$ cat src/rtl/rmon_update_ctrl.sv
// Read-modify-write engine for port-a of the RMON statistics RAM.
// Arbitrates Rx/Tx counter increments and sweeps the RAM to zero after reset or on request.
module rmon_update_ctrl #(
    parameter int unsigned AW = 6,
    parameter int unsigned DW = 32,
    parameter int unsigned IW = 16
) (
    input  logic          clk,
    input  logic          rst_n,
    input  logic          rx_req,
    input  logic [AW-2:0] rx_addr,
    input  logic [IW-1:0] rx_inc,
    output logic          rx_ack,
    input  logic          tx_req,
    input  logic [AW-2:0] tx_addr,
    input  logic [IW-1:0] tx_inc,
    output logic          tx_ack,
    input  logic          clr_all,
    output logic          init_done,
    output logic [AW-1:0] addra,
    output logic [DW-1:0] dina,
    output logic          wea,
    input  logic [DW-1:0] douta
);

    typedef enum logic [2:0] {StClr, StIdle, StRd, StAdd, StWr} state_e;

    localparam logic [AW:0] PtrOne = (AW+1)'(1);

    state_e        state_q, state_d;
    logic [AW:0]   clr_ptr_q, clr_ptr_d;
    logic          sel_q, sel_d;       // source in flight: 0 = Rx, 1 = Tx
    logic          last_q, last_d;     // last served source, same encoding
    logic          clr_pend_q, clr_pend_d;
    logic [IW-1:0] inc_q, inc_d;
    logic [AW-1:0] addra_d;
    logic [DW-1:0] dina_d;
    logic          wea_d, rx_ack_d, tx_ack_d, init_done_d;
    logic          pick_vld, pick_src, start_rd;
    logic [AW-2:0] pick_addr;
    logic [DW-1:0] sum;

    assign sum = douta + {{(DW-IW){1'b0}}, inc_q};

    always_comb begin
        pick_vld = 1'b0;
        pick_src = 1'b0;
        if (state_q == StWr) begin
            // The source being acked still shows its old req in WR, so only the other may chain.
            pick_vld = sel_q ? rx_req : tx_req;
            pick_src = ~sel_q;
        end else if (rx_req && tx_req) begin
            pick_vld = 1'b1;
            pick_src = ~last_q;
        end else begin
            pick_vld = rx_req | tx_req;
            pick_src = tx_req;
        end
        pick_addr = pick_src ? tx_addr : rx_addr;
    end

    always_comb begin
        state_d     = state_q;
        clr_ptr_d   = clr_ptr_q;
        sel_d       = sel_q;
        last_d      = last_q;
        clr_pend_d  = clr_pend_q;
        inc_d       = inc_q;
        addra_d     = addra;
        dina_d      = dina;
        wea_d       = 1'b0;
        rx_ack_d    = 1'b0;
        tx_ack_d    = 1'b0;
        init_done_d = init_done;
        start_rd    = 1'b0;

        unique case (state_q)
            StClr: begin
                if (clr_all) begin
                    clr_ptr_d = '0;
                end else if (clr_ptr_q[AW]) begin
                    init_done_d = 1'b1;
                    state_d     = StIdle;
                end else begin
                    addra_d   = clr_ptr_q[AW-1:0];
                    dina_d    = '0;
                    wea_d     = 1'b1;
                    clr_ptr_d = clr_ptr_q + PtrOne;
                end
            end
            StIdle: begin
                if (clr_all) begin
                    state_d     = StClr;
                    clr_ptr_d   = '0;
                    init_done_d = 1'b0;
                end else if (pick_vld) begin
                    start_rd = 1'b1;
                end
            end
            StRd: begin
                clr_pend_d = clr_pend_q | clr_all;
                state_d    = StAdd;
            end
            StAdd: begin
                clr_pend_d = clr_pend_q | clr_all;
                dina_d     = sum;
                wea_d      = 1'b1;
                rx_ack_d   = ~sel_q;
                tx_ack_d   = sel_q;
                state_d    = StWr;
            end
            StWr: begin
                if (clr_pend_q || clr_all) begin
                    state_d     = StClr;
                    clr_pend_d  = 1'b0;
                    clr_ptr_d   = '0;
                    init_done_d = 1'b0;
                end else if (pick_vld) begin
                    start_rd = 1'b1;
                end else begin
                    state_d = StIdle;
                end
            end
            default: state_d = StClr;
        endcase

        if (start_rd) begin
            state_d = StRd;
            sel_d   = pick_src;
            last_d  = pick_src;
            addra_d = {pick_src, pick_addr};
            inc_d   = pick_src ? tx_inc : rx_inc;
        end
    end

    always_ff @(posedge clk or negedge rst_n) begin
        if (!rst_n) begin
            state_q    <= StClr;
            clr_ptr_q  <= '0;
            sel_q      <= 1'b0;
            last_q     <= 1'b1;
            clr_pend_q <= 1'b0;
            inc_q      <= '0;
            addra      <= '0;
            dina       <= '0;
            wea        <= 1'b0;
            rx_ack     <= 1'b0;
            tx_ack     <= 1'b0;
            init_done  <= 1'b0;
        end else begin
            state_q    <= state_d;
            clr_ptr_q  <= clr_ptr_d;
            sel_q      <= sel_d;
            last_q     <= last_d;
            clr_pend_q <= clr_pend_d;
            inc_q      <= inc_d;
            addra      <= addra_d;
            dina       <= dina_d;
            wea        <= wea_d;
            rx_ack     <= rx_ack_d;
            tx_ack     <= tx_ack_d;
            init_done  <= init_done_d;
        end
    end

endmodule

$ cat config.mk
export PLATFORM = sky130hd
export DESIGN_NAME = rmon_update_ctrl
export DESIGN_NICKNAME = d
export VERILOG_FILES = /design/src/rtl/rmon_update_ctrl.sv
export SDC_FILE = /design/constraint.sdc
export NUM_CORES = 1
export LEC_CHECK = 0
export ABC_AREA = 1
export BUFFER_PORTS_ARGS = -buffer_cell sky130_fd_sc_hd__buf_2
export CORE_ASPECT_RATIO = 0.9
export CORE_MARGIN = 10
export CORE_UTILIZATION = 45
export CTS_CLUSTER_DIAMETER = 40
export DETAILED_ROUTE_END_ITERATION = 12
export PLACE_DENSITY = 0.72
export SLEW_MARGIN = 30
export SYNTH_ARGS = -nofsm -noshare
export SYNTH_HDL_FRONTEND = slang
export SYNTH_SLANG_ARGS = --single-unit
export TNS_END_PERCENT = 50
$ cat constraint.sdc
create_clock -name clk -period 1.7 [get_ports clk]
set_input_delay 0.17 -clock clk [delete_from_list [all_inputs] [get_ports clk]]
set_output_delay 0.17 -clock clk [all_outputs]
set_load 0.01 [all_outputs]
==> flow_summary.yaml <==
timing:
  maxSlewViolCount: 0
  slew_headroom_pct: 73.6
  setup_viol: 19
  hold-worst-slack_ns: 0.102
  hold_viol_final: 0
  finalSetupTns_ns: -1.68
  rsz0062_at_grt: "yes"
  max_clock_freq_mhz: 533
  skew_ns: 0.00916
  fin_crit_sh_pct: 110
  fin_ws_ns: -0.176
  worst_pin_slew_ns: 0.392
  finalCriticalPeriod_ns: 1.88
power_and_ir_drop:
  p_per_area_nw_per_um2: 1610
  fin_total_pwr_mw: 11.5
  peakVddDrop_uv: 703
  power_leakage_nw: 3.89
global_routing:
  grt_first_pass_wirelength_um: 24600
  grtUsageTotal_pct: 19.5
  grt_max_degree: 72
  grt_pass1_vias: 5102
  antenna_found_initial: 0
  grt_overflow_total: 0
finish:
  syn_to_final_growth_pct: 47.6
  stdcell_count: 1048
  diodes: 0
  nFillCells: 848
  drive_gt1_share_pct: 41.5
  utilization_pct: 68.8
  finish.net_count: 1011
  multi_input_area_um2: 3220
  seq_area_um2: 1780
logic_synthesis:
  synthFlopType: "dfrtp_1"
  synthesis.area_um2: 4840
  yosys_warnings: 0
  ys_ff_latch: 71
  synth.distinct_cells: 42
  yosysSeqAreaShare_pct: 36.7
  syn_area_per_cell_um2: 6.76
  synthArstFlopShare_pct: 100
  synth_top_cell_by_area: "dfrtp_1"
  synth_top_area_share_pct: 36.2
  synth-edff-count: 0
  synth_cells: 716
  syn-num-nets: 813
  yosys-top-cells-area: "dfrtp_1 (36%), nand2_1 (21%), inv_1 (7.8%), nand3_1 (5.7%), o21ai_0 (4.4%)"
outcome:
  violations: "negative setup slack"
  outcome: "complete, but fails checks"
setup_path:
  rrSetupSlack_ns: -0.18
  crit_type: "flop to flop"
  r2r_cells: 10
  worstPathRequired_ns: 1.95
  end_kind: "flop"
  critPathMaxFanout: 4
  startpoint_type: "flop"
  r2r_start: "inc_q[0]$_DFFE_PN0P_"
  r2r_end: "dina[14]$_DFFE_PN0P_"
  arrival_ns: 2.12
min_path:
  min_from: "douta[27]"
  min_to: "dina[27]$_DFFE_PN0P_"
  holdPathStages: 4
  hold_path.class: "input port to flop"
drt:
  vias_per_cell: 5.08
  wl_per_cell_um: 15.5
  routed_wirelength_um: 16300
  drc: 0
  first_pass_iters: 5
  vias: 5322
  drtIter0Drc: 377
  drtAntennaViolNets: 0
floorplan:
  core_area_um2: 10400
  die-area_um2: 15300
  ios: 121
  die_w_um: 129
  die_y_um: 118
  rows: 35
  start_util_pct: 46.6
clock_tree:
  cts_buffers: 9
  cts_tree: "built"
  htree_levels: 3
  clock_latency_ns: 0.35
  path_clk_slew_ns: 0.06
  clock_sinks: 71
  cts_max_path_buffers: 2
  clock-root-buffer: "clkbuf_16"
place:
  io_buffers: 120
  dp_cells: 1002
  gp_congestion: 0.904
  hpwl_um: 11100
job:
  cap_viol_max_count: 0
stage by stage:
stage,worst slack [ns],cell area (um^2)
2_1_floorplan,0.000782,4850
3_3_place_gp,-0.148,5920
3_5_place_dp,-0.247,5920
4_1_cts,-0.0710,6530
5_1_grt,-0.242,7140
6_report,-0.176,7140
kinds of logic after synthesis:
kind of cell / share of synthesized area [%]
flip-flops: 36.7
adder cells (fa/ha/maj): 4.81
buffers and inverters: 10.6
AND/OR/NAND/NOR: 36.1
XOR/XNOR: 0.543
AO/OA/AOI/OAI: 11.3
critical path: stages, from the launching register on:
cell and delay [ns]:
dfrtp_1 0.36, ha_2 0.19, inv_2 0.04, fa_2 0.34, inv_2 0.10, nand4_1 0.10
nand2_2 0.14, nand3_1 0.12, nand3_2 0.10, nor2_1 0.05, o21ai_0 0.22
worst max-delay path by stage:
stage                               startpoint                    to  slack [ns]
after global routing      inc_q[0]$_DFFE_PN0P_  dina[26]$_DFFE_PN0P_       -0.24
after global placement    inc_q[0]$_DFFE_PN0P_  dina[28]$_DFFE_PN0P_       -0.15
after CTS                 inc_q[0]$_DFFE_PN0P_  dina[26]$_DFFE_PN0P_       -0.07
final                     inc_q[0]$_DFFE_PN0P_  dina[14]$_DFFE_PN0P_       -0.18
after detailed placement  inc_q[0]$_DFFE_PN0P_  dina[26]$_DFFE_PN0P_       -0.25
after floorplan           inc_q[0]$_DFFE_PN0P_  dina[24]$_DFFE_PN0P_      0.0008
placed cells by master (no fill, tap or decap), drive strengths merged, types with 5 or more instances in the layout:
cell type and instances:
a21oi 29, buf 197, clkbuf 11, clkinv 5
dfrtp 70, ha 17, inv 107, nand2 278
nand3 61, nor2 54, nor3 9, o21ai 55
power by group:
part | switching, mW | internal (mW)
Sequential | 0.530 | 2.41
Combinational | 3.78 | 3.05
Clock | 0.770 | 0.988
Total | 5.08 | 6.45
flip-flops by register name, summed over array words and instances, names as in the netlist:
signal / count
sel_q: 1
clr_pend_q: 1
addra: 6
rx_ack: 1
inc_q: 16
state_q: 3
wea: 1
last_q: 1
init_done: 1
dina: 32
clr_ptr_q: 7
tx_ack: 1
cells in the mapped netlist (2+ instances only):
library cell	number
nand2_1	270
inv_1	100
dfrtp_1	70
nand3_1	55
nor2_1	52
o21ai_0	43
a21oi_1	29
ha_1	17
nand2_2	7
nor3_1	7
o21ai_2	7
nand3_2	6
o21ai_1	5
buf_4	4
clkbuf_1	4
inv_2	3
nand4_1	3
xnor2_1	3
a22o_1	2
buf_2	2
buf_6	2
inv_4	2
nand3b_1	2
o21bai_1	2
o31ai_1	2
metal layers:
| layer | vias to the layer above | routed length, um | GRT usage (%) |
|---|---|---|---|
| li1 | 2653 | - | - |
| met1 | 2440 | 7110 | 25.5 |
| met2 | 192 | 7690 | 31.1 |
| met3 | 37 | 1050 | 4.87 |
| met4 | 0 | 399 | 5.54 |
| met5 | - | 0 | 0 |
layout make-up:
cell class	instances	area share, %
clock buffers	11	3.26
clock inverters	5	0.490
inverters	105	5.80
multi-input cells	526	45.1
flip-flops and latches	71	24.9
well taps	129	2.26
repair buffers	198	17.8
repair inverters	3	0.403
what timing repair did:
item	in CTS	in global routing
setup endpoints to repair	45	56
gates resized for setup	55	137
cloned	0	3
hold endpoints to repair	70	0
pin swaps	12	51
hold buffers	1	0
buffers inserted	9	18
(Power assumes the default switching activity.)
